File: src/rtl/pipe_stage_reg.sv
// Pipeline stage register with a two-entry (main + skid) buffer.
// in_ready is registered so upstream never sees a combinational path from
// out_ready; the skid entry absorbs the one entry that can arrive while the
// downstream stalls. Flush squashes both entries, and a saturating counter
// records cycles in which downstream was ready but no entry was offered.
module pipe_stage_reg #(
  parameter int WIDTH      = 32,
  parameter int CTRL_W     = 16,
  parameter int CLEAR_DATA = 0,
  parameter int CNT_W      = 16
) (
  input  logic              clk,
  input  logic              reset,
  input  logic              flush,
  input  logic              in_valid,
  output logic              in_ready,
  input  logic [WIDTH-1:0]  in_data,
  input  logic [CTRL_W-1:0] in_ctrl,
  output logic              out_valid,
  input  logic              out_ready,
  output logic [WIDTH-1:0]  out_data,
  output logic [CTRL_W-1:0] out_ctrl,
  output logic [CNT_W-1:0]  bubble_cnt
);

  localparam logic [1:0] ST_EMPTY = 2'd0;
  localparam logic [1:0] ST_ONE   = 2'd1;
  localparam logic [1:0] ST_FULL  = 2'd2;

  localparam bit FLUSH_CLEARS_DATA = (CLEAR_DATA != 0);
  localparam logic [CNT_W-1:0] CNT_MAX = {CNT_W{1'b1}};

  logic [1:0]        state_reg;
  logic [1:0]        state_next;
  logic              in_ready_reg;
  logic [WIDTH-1:0]  main_data_reg;
  logic [CTRL_W-1:0] main_ctrl_reg;
  logic [WIDTH-1:0]  skid_data_reg;
  logic [CTRL_W-1:0] skid_ctrl_reg;
  logic [CNT_W-1:0]  bubble_reg;

  logic in_fire;
  logic out_fire;
  logic load_main;      // main captures a new entry this edge
  logic main_from_skid; // that entry comes from skid rather than upstream
  logic load_skid;      // skid captures the upstream entry this edge

  assign out_valid = (state_reg != ST_EMPTY);
  assign in_ready  = in_ready_reg;
  assign in_fire   = in_valid & in_ready_reg;
  assign out_fire  = out_valid & out_ready;

  // Head entry drives the outputs; control is forced to zero when no entry is
  // presented, so a stale control word left behind after a pop never leaks out.
  assign out_data   = main_data_reg;
  assign out_ctrl   = out_valid ? main_ctrl_reg : '0;
  assign bubble_cnt = bubble_reg;

  // Next-state and storage-load decode for the EMPTY/ONE/FULL occupancy FSM.
  always_comb begin
    state_next     = state_reg;
    load_main      = 1'b0;
    main_from_skid = 1'b0;
    load_skid      = 1'b0;
    case (state_reg)
      ST_EMPTY: begin
        if (in_fire) begin
          state_next = ST_ONE;
          load_main  = 1'b1;
        end
      end
      ST_ONE: begin
        if (in_fire && out_fire) begin
          load_main = 1'b1;
        end else if (in_fire) begin
          state_next = ST_FULL;
          load_skid  = 1'b1;
        end else if (out_fire) begin
          state_next = ST_EMPTY;
        end
      end
      ST_FULL: begin
        // in_ready is low here, so only a pop can happen.
        if (out_fire) begin
          state_next     = ST_ONE;
          load_main      = 1'b1;
          main_from_skid = 1'b1;
        end
      end
      default: begin
        state_next = ST_EMPTY;
      end
    endcase
  end

  // Occupancy state and the registered ready; reset beats flush beats handshakes.
  always_ff @(posedge clk) begin
    if (reset) begin
      state_reg    <= ST_EMPTY;
      in_ready_reg <= 1'b1;
    end else if (flush) begin
      state_reg    <= ST_EMPTY;
      in_ready_reg <= 1'b1;
    end else begin
      state_reg    <= state_next;
      in_ready_reg <= (state_next != ST_FULL);
    end
  end

  // Control fields of both entries; always zeroed on flush so squashed
  // instructions cannot cause side effects downstream.
  always_ff @(posedge clk) begin
    if (reset || flush) begin
      main_ctrl_reg <= '0;
      skid_ctrl_reg <= '0;
    end else begin
      if (load_main) begin
        main_ctrl_reg <= main_from_skid ? skid_ctrl_reg : in_ctrl;
      end
      if (load_skid) begin
        skid_ctrl_reg <= in_ctrl;
      end
    end
  end

  // Payload of both entries; cleared on reset, and on flush only when the
  // CLEAR_DATA build option asks for it (otherwise held to save toggling).
  always_ff @(posedge clk) begin
    if (reset || (flush && FLUSH_CLEARS_DATA)) begin
      main_data_reg <= '0;
      skid_data_reg <= '0;
    end else if (!flush) begin
      if (load_main) begin
        main_data_reg <= main_from_skid ? skid_data_reg : in_data;
      end
      if (load_skid) begin
        skid_data_reg <= in_data;
      end
    end
  end

  // Saturating count of cycles where downstream was ready but got no entry;
  // only reset clears it.
  always_ff @(posedge clk) begin
    if (reset) begin
      bubble_reg <= '0;
    end else if (!out_valid && out_ready && (bubble_reg != CNT_MAX)) begin
      bubble_reg <= bubble_reg + 1'b1;
    end
  end

endmodule

File: config.mk
export PLATFORM = sky130hd
export DESIGN_NAME = pipe_stage_reg
export DESIGN_NICKNAME = d
export VERILOG_FILES = /design/src/rtl/pipe_stage_reg.sv
export SDC_FILE = /design/constraint.sdc
export NUM_CORES = 1
export LEC_CHECK = 0
export ABC_CLOCK_PERIOD_IN_PS = 1600
export BUFFER_PORTS_ARGS = -buffer_cell sky130_fd_sc_hd__buf_2
export CAP_MARGIN = 10
export CORE_ASPECT_RATIO = 0.75
export CORE_MARGIN = 8
export CORE_UTILIZATION = 40
export CTS_BUF_LIST = sky130_fd_sc_hd__clkbuf_16
export CTS_CLUSTER_SIZE = 25
export DETAILED_ROUTE_END_ITERATION = 16
export PLACE_DENSITY = 0.7
export SETUP_SLACK_MARGIN = 0.2
export SLEW_MARGIN = 20
export SYNTH_ARGS = -nofsm -noshare
export SYNTH_HDL_FRONTEND = slang
export SYNTH_SLANG_ARGS = --single-unit
File: constraint.sdc
create_clock -name clk -period 1.6 [get_ports clk]
set_clock_uncertainty 0.05 [all_clocks]
set_input_delay 0.16 -clock clk [delete_from_list [all_inputs] [get_ports clk]]
set_output_delay 0.16 -clock clk [all_outputs]
set_load 0.005 [all_outputs]
# Word-level counts from Yosys, hierarchy flattened

Cells that the tools add are included.

Add/sub/neg operators: 1
Multiply operators: 0
Divide/modulo/power cells: 0
$lt $le $gt $ge: 0
Equal/unequal tests: 4
Shifts and indexed selects: 0
Mux-type cells: 16
Bitwise gates (word level): 3
Reduce and logical (&&, ||, !) cells: 10

Operator list:

| operator                                      | number |
|---|---|
| two-way mux 16 bit                            | 2 |
| two-way mux 32 bit                            | 1 |
| adder 16 x 1 -> 16 bit, second input constant | 1 |
| inequality test 16 bit, second input constant | 1 |
| two-way mux 2 bit                             | 5 |
| two-way mux 1 bit                             | 6 |
| one-hot mux 2 bit (3 select lines)            | 1 |
| AND reduction 2 bit                           | 2 |
| logical AND 1 bit                             | 3 |
| one-hot mux 1 bit (3 select lines)            | 1 |
| bitwise AND 1 bit                             | 2 |
| == test 2 x 1 -> 1 bit, second input constant | 1 |
| == test 2 bit, second input constant          | 1 |
| logical NOT 2 bit                             | 1 |
| inequality test 2 bit, second input constant  | 1 |
| nonzero test 2 bit                            | 1 |
| OR reduction 2 bit                            | 1 |
| logical NOT 1 bit                             | 1 |
| logical OR 1 bit                              | 1 |
| inverter 1 bit                                | 1 |

Bits in registers: 115
Bits in latches: 0
RAM bits: 0
ROM bits: 0
Input port bits: 53
Output and inout bits: 66
Word-level logic and storage cells: 41
Memories: 0

# Longest topological paths before layout

Depth after elaboration: 7
Gate-level depth with buffers: 7
Depth with buffers taken out: 5

# Least setup slack after synthesis

Ideal clock, no wire load.

Path type: register to register
Start: register bubble_reg[0] (netlist: bubble_cnt[0])
End: register bubble_reg[12] (netlist: bubble_cnt[12])
Setup time: 0.121 ns
Data arrival time: 1.660 ns
Slack: -0.231 ns
Stages on the path, launching flop included: 7
Path buffers: 1
Period minus slack after synthesis: 1.831 ns
Path through: dfxtp_1 > ha_1 > nand3_1 > nand2b_1 > buf_2 > nor4_1 > mux2_2

Word-level cells in the longest chain between the ends: 2
Elaborated cells between the ends (all ways): 3
Those cells by class: 1 x add/sub; 1 x eq/ne; 1 x reduce/logical

RTL lines:

| what                                                                           | line | source |
|---|---|---|
| start: declaration                                                             | 40   | `logic [CNT_W-1:0] bubble_reg;` |
| start signal: assignment                                                       | 148  | `bubble_reg <= bubble_reg + 1'b1;` |
| parallel branches: the longest is 2 deep, another holds adder 16 x 1 -> 16 bit | n/a  |  |

Parallel ways; which one is timed is not known.
A chain may end at the register's enable or synchronous reset.

# Worst setup path after layout

Start: register state_reg[0]
End: register main_data_reg[28] (netlist: out_data[28])

Word-level cells in the longest chain between the ends: 6
Elaborated cells between the ends (all ways): 12
Those cells by class: 2 x eq/ne; 5 x mux; 1 x bitwise; 4 x reduce/logical

RTL lines:

| what                                 | line | source |
|---|---|---|
| start: declaration                   | 33   | `logic [1:0] state_reg;` |
| start signal: assignment             | 105  | `state_reg <= state_next;` |
| nonzero test 2 bit                   | 48   | `assign out_valid = (state_reg != ST_EMPTY);` |
| bitwise AND 1 bit                    | 51   | `assign out_fire = out_valid & out_ready;` |
| logical AND 1 bit                    | 73   | `if (in_fire && out_fire) begin` |
| two-way mux 1 bit                    | 73   |  |
| one-hot mux 1 bit (3 select lines)   | 65   | `case (state_reg)` |
| AND reduction 2 bit (no source line) | n/a  |  |
| end signal: assignment               | 134  | `main_data_reg <= main_from_skid ? skid_data_reg : in_data;` |
| end: declaration                     | 36   | `logic [WIDTH-1:0] main_data_reg;` |

Parallel ways exist; a longest one is shown, timed or not.

==> run summary <==
Initial antenna violation count -> 0
Failing checks -> setup timing
Max Cap Viol -> 0
Max Clk Rate -> 581 MHz
CTS tree -> done
NumNets Final -> 834
Grt ovf -> 0
Fin area -> 0.00880 mm2
Slew at the pin closest to its max-slew limit -> 464 ps
CTS clk-pin slew, worst paths -> 60 ps
Largest net degree at the start of global routing -> 73
Clock root buffer -> clkbuf_16
Inserted Clock Buffers -> 17
Critical Path Sink Type -> flop
Synth Register Bits -> 115
Main area contributors after synthesis -> dfxtp_1 (46%), mux2i_1 (13%), a21oi_1 (7.1%)
N_diodes -> 0
First DRT Iteration DRCs -> 292
Final hold viol count -> 0
CP startpoint -> state_reg[0]
Pleak -> 3.83 nW
VDD IR-drop max -> 793 uV
Commonest non-fill, non-tap cell in the layout -> buf_2
Status -> complete, but fails checks
CP Data Required Time -> 1860 ps
Crit share post-route -> 108%
Pwr dens -> 917 mW/mm2
First-pass DRT Iterations -> 4
Total negative slack -> -3650 ps
Sequential-to-total area share from yosys stat -> 45.8%
IO Port Bufs -> 118
Die Wd -> 145 um
Vias -> 5273
Clk network pwr share -> 49.3%
R2r startpoint -> state_reg[0]
Cells on worst reg2reg path -> 8
Setup violations, final -> 96
I/O Pins -> 119
Comb power frac -> 13.2%
Crit path DAT -> 1990 ps
Die area -> 0.0164 mm2
Final Critical Period -> 1720 ps
Share of Yosys cell area claimed by the top area cell type -> 45.8%
Synth area leader -> dfxtp_1
Relative slew slack -> 69.1%
Clk_lat worst skew -> 410 ps
Critical path class -> reg2reg
First-pass GRT wire length -> 27600 um
Vias per cell -> 5.50
Post-synthesis cell type count -> 45
Die height -> 113 um
Clock Path Buffers -> 2
Total clock sinks -> 115
GP Congestion -> 0.827
WHS -> 28.4 ps
RSZ-0062 raised after global routing -> yes
Share of cells above drive strength 1 -> 53.5%
Max Slew Vio Count -> 0
Hold Path Cell Cnt -> 3
Most frequent cells in the layout -> buf_2 (118), dfxtp_1 (99), mux2i_1 (65)
Worst Hold Class -> in2reg
Critical-path maximum fanout -> 7
Place WS -> -95.8 ps
Cell Area, Placed -> 0.00618 mm2
Area growth syn-to-layout -> 75.2%
Cell Area, Synth -> 0.00502 mm2
Rows -> 35
DR WL/cell -> 19.8 um
Worst path setup slack after routing -> -121 ps
Min-delay src -> in_ctrl[14]
Vias in the first global route -> 5360
DRT Wirelength -> 19000 um
Crit start category -> flop
Syn. warnings -> 0
P_sw -> 1.99 mW
Internal power -> 6.08 mW
Synthesized Nets -> 605
Core ar. -> 0.0123 mm2
Dpl hpwl -> 9090 um
H-tree Lvls -> 4
Antenna viol nets, final -> 0
DRC viols -> 0
Initial Util -> 41.0%
Global Route Usage Sum -> 20.7%
Synthesized area per cell -> 9.12 um2
Mapped Cells -> 551
Net Sw Frac -> 24.7%
Sequential power share -> 37.5%
power groups by stage:
stage          clock [mW]  sequential [mW]  combinational, mW
2_1_floorplan           0             3.08              0.374
3_3_place_gp            0             3.07              0.609
3_5_place_dp            0             3.08              0.634
4_1_cts              3.99             3.02              0.867
5_1_grt              4.18             3.03               1.13
6_report             3.99             3.02               1.07
path summary, 6_finish.rpt:
| kind | end | slack, ps |
|---|---|---|
| worst min register to register | skid_data_reg[23] | 410 |
| worst max-delay path | out_data[28] | -120 |
| worst min-delay path | skid_ctrl_reg[14] | 30 |
| worst max register to register | out_data[28] | -120 |
kinds of logic (layout without fill, tap and decap cells):
family / Yosys count / count (layout) / synth area share, %
adder cells (fa/ha/maj): 1 / 1 / 0.249
multiplexers: 73 / 73 / 14.7
AO/OA/AOI/OAI: 130 / 130 / 16.9
flip-flops: 115 / 115 / 45.8
AND/OR/NAND/NOR: 181 / 181 / 17.6
buffers and inverters: 51 / 293 / 4.73
repair_timing:
action | in CTS | in global routing
buffers inserted | 15 | 16
endpoints found under the hold margin | 47 | 0
pin swaps | 65 | 32
gates cloned | 12 | 5
hold buffers | 47 | 0
endpoints found under the setup margin | 129 | 129
resized for setup | 132 | 103
final cells by class:
type	instances	area, um2
clock buffer	17	425
clock inverter	15	189
fill	850	3460
inverter	5	18.8
multi-input combinational	385	3330
sequential	115	2340
tap	166	208
timing repair buffer	256	2290
metal layers:
layer	wire length, um	up-vias	GRT usage (%)
met1	7830	2616	23.1
met3	1060	38	6.22
li1	-	2454	-
met2	9740	165	36.9
met5	0	-	0
met4	396	0	7.26
cell usage after synthesis (all sizes together):
| cell type | n |
|---|---|
| nand4b | 1 |
| nand3 | 7 |
| a311oi | 32 |
| and2b | 1 |
| and3b | 1 |
| and2 | 2 |
| nand4 | 5 |
| nand2 | 72 |
| buf | 21 |
| o21bai | 1 |
| inv | 5 |
| mux2 | 8 |
| or3 | 2 |
| clkbuf | 25 |
| and4 | 1 |
| nor2b | 24 |
| a211o | 1 |
| dfxtp | 115 |
| nand3b | 2 |
| a211oi | 16 |
| mux2i | 65 |
| nand2b | 2 |
| o21ai | 3 |
| nor2 | 44 |
| o41ai | 1 |
| a21o | 1 |
| nor4 | 5 |
| nor3b | 3 |
| o311ai | 1 |
| or2 | 1 |
| o31ai | 3 |
| or4 | 2 |
| and3 | 2 |
| nor3 | 4 |
| a21oi | 71 |
| ha | 1 |
stage by stage:
stage                     util, %  instances  total power, mW
final                        71.8        959             8.08
after global routing         71.8        959             8.34
after CTS                    66.2        938             7.88
after detailed placement     50.4        832             3.71
after global placement       50.4        832             3.68
after floorplan                 -        551             3.45
critical path: stages, from the launching register on:
cell and delay, ps:
dfxtp_4 380, buf_6 120, nand3b_4 150, o31ai_4 90, buf_6 140, buf_6 110, buf_8 120, clkbuf_16 160
a311oi_1 290
Power figures use the tool's default switching activity.
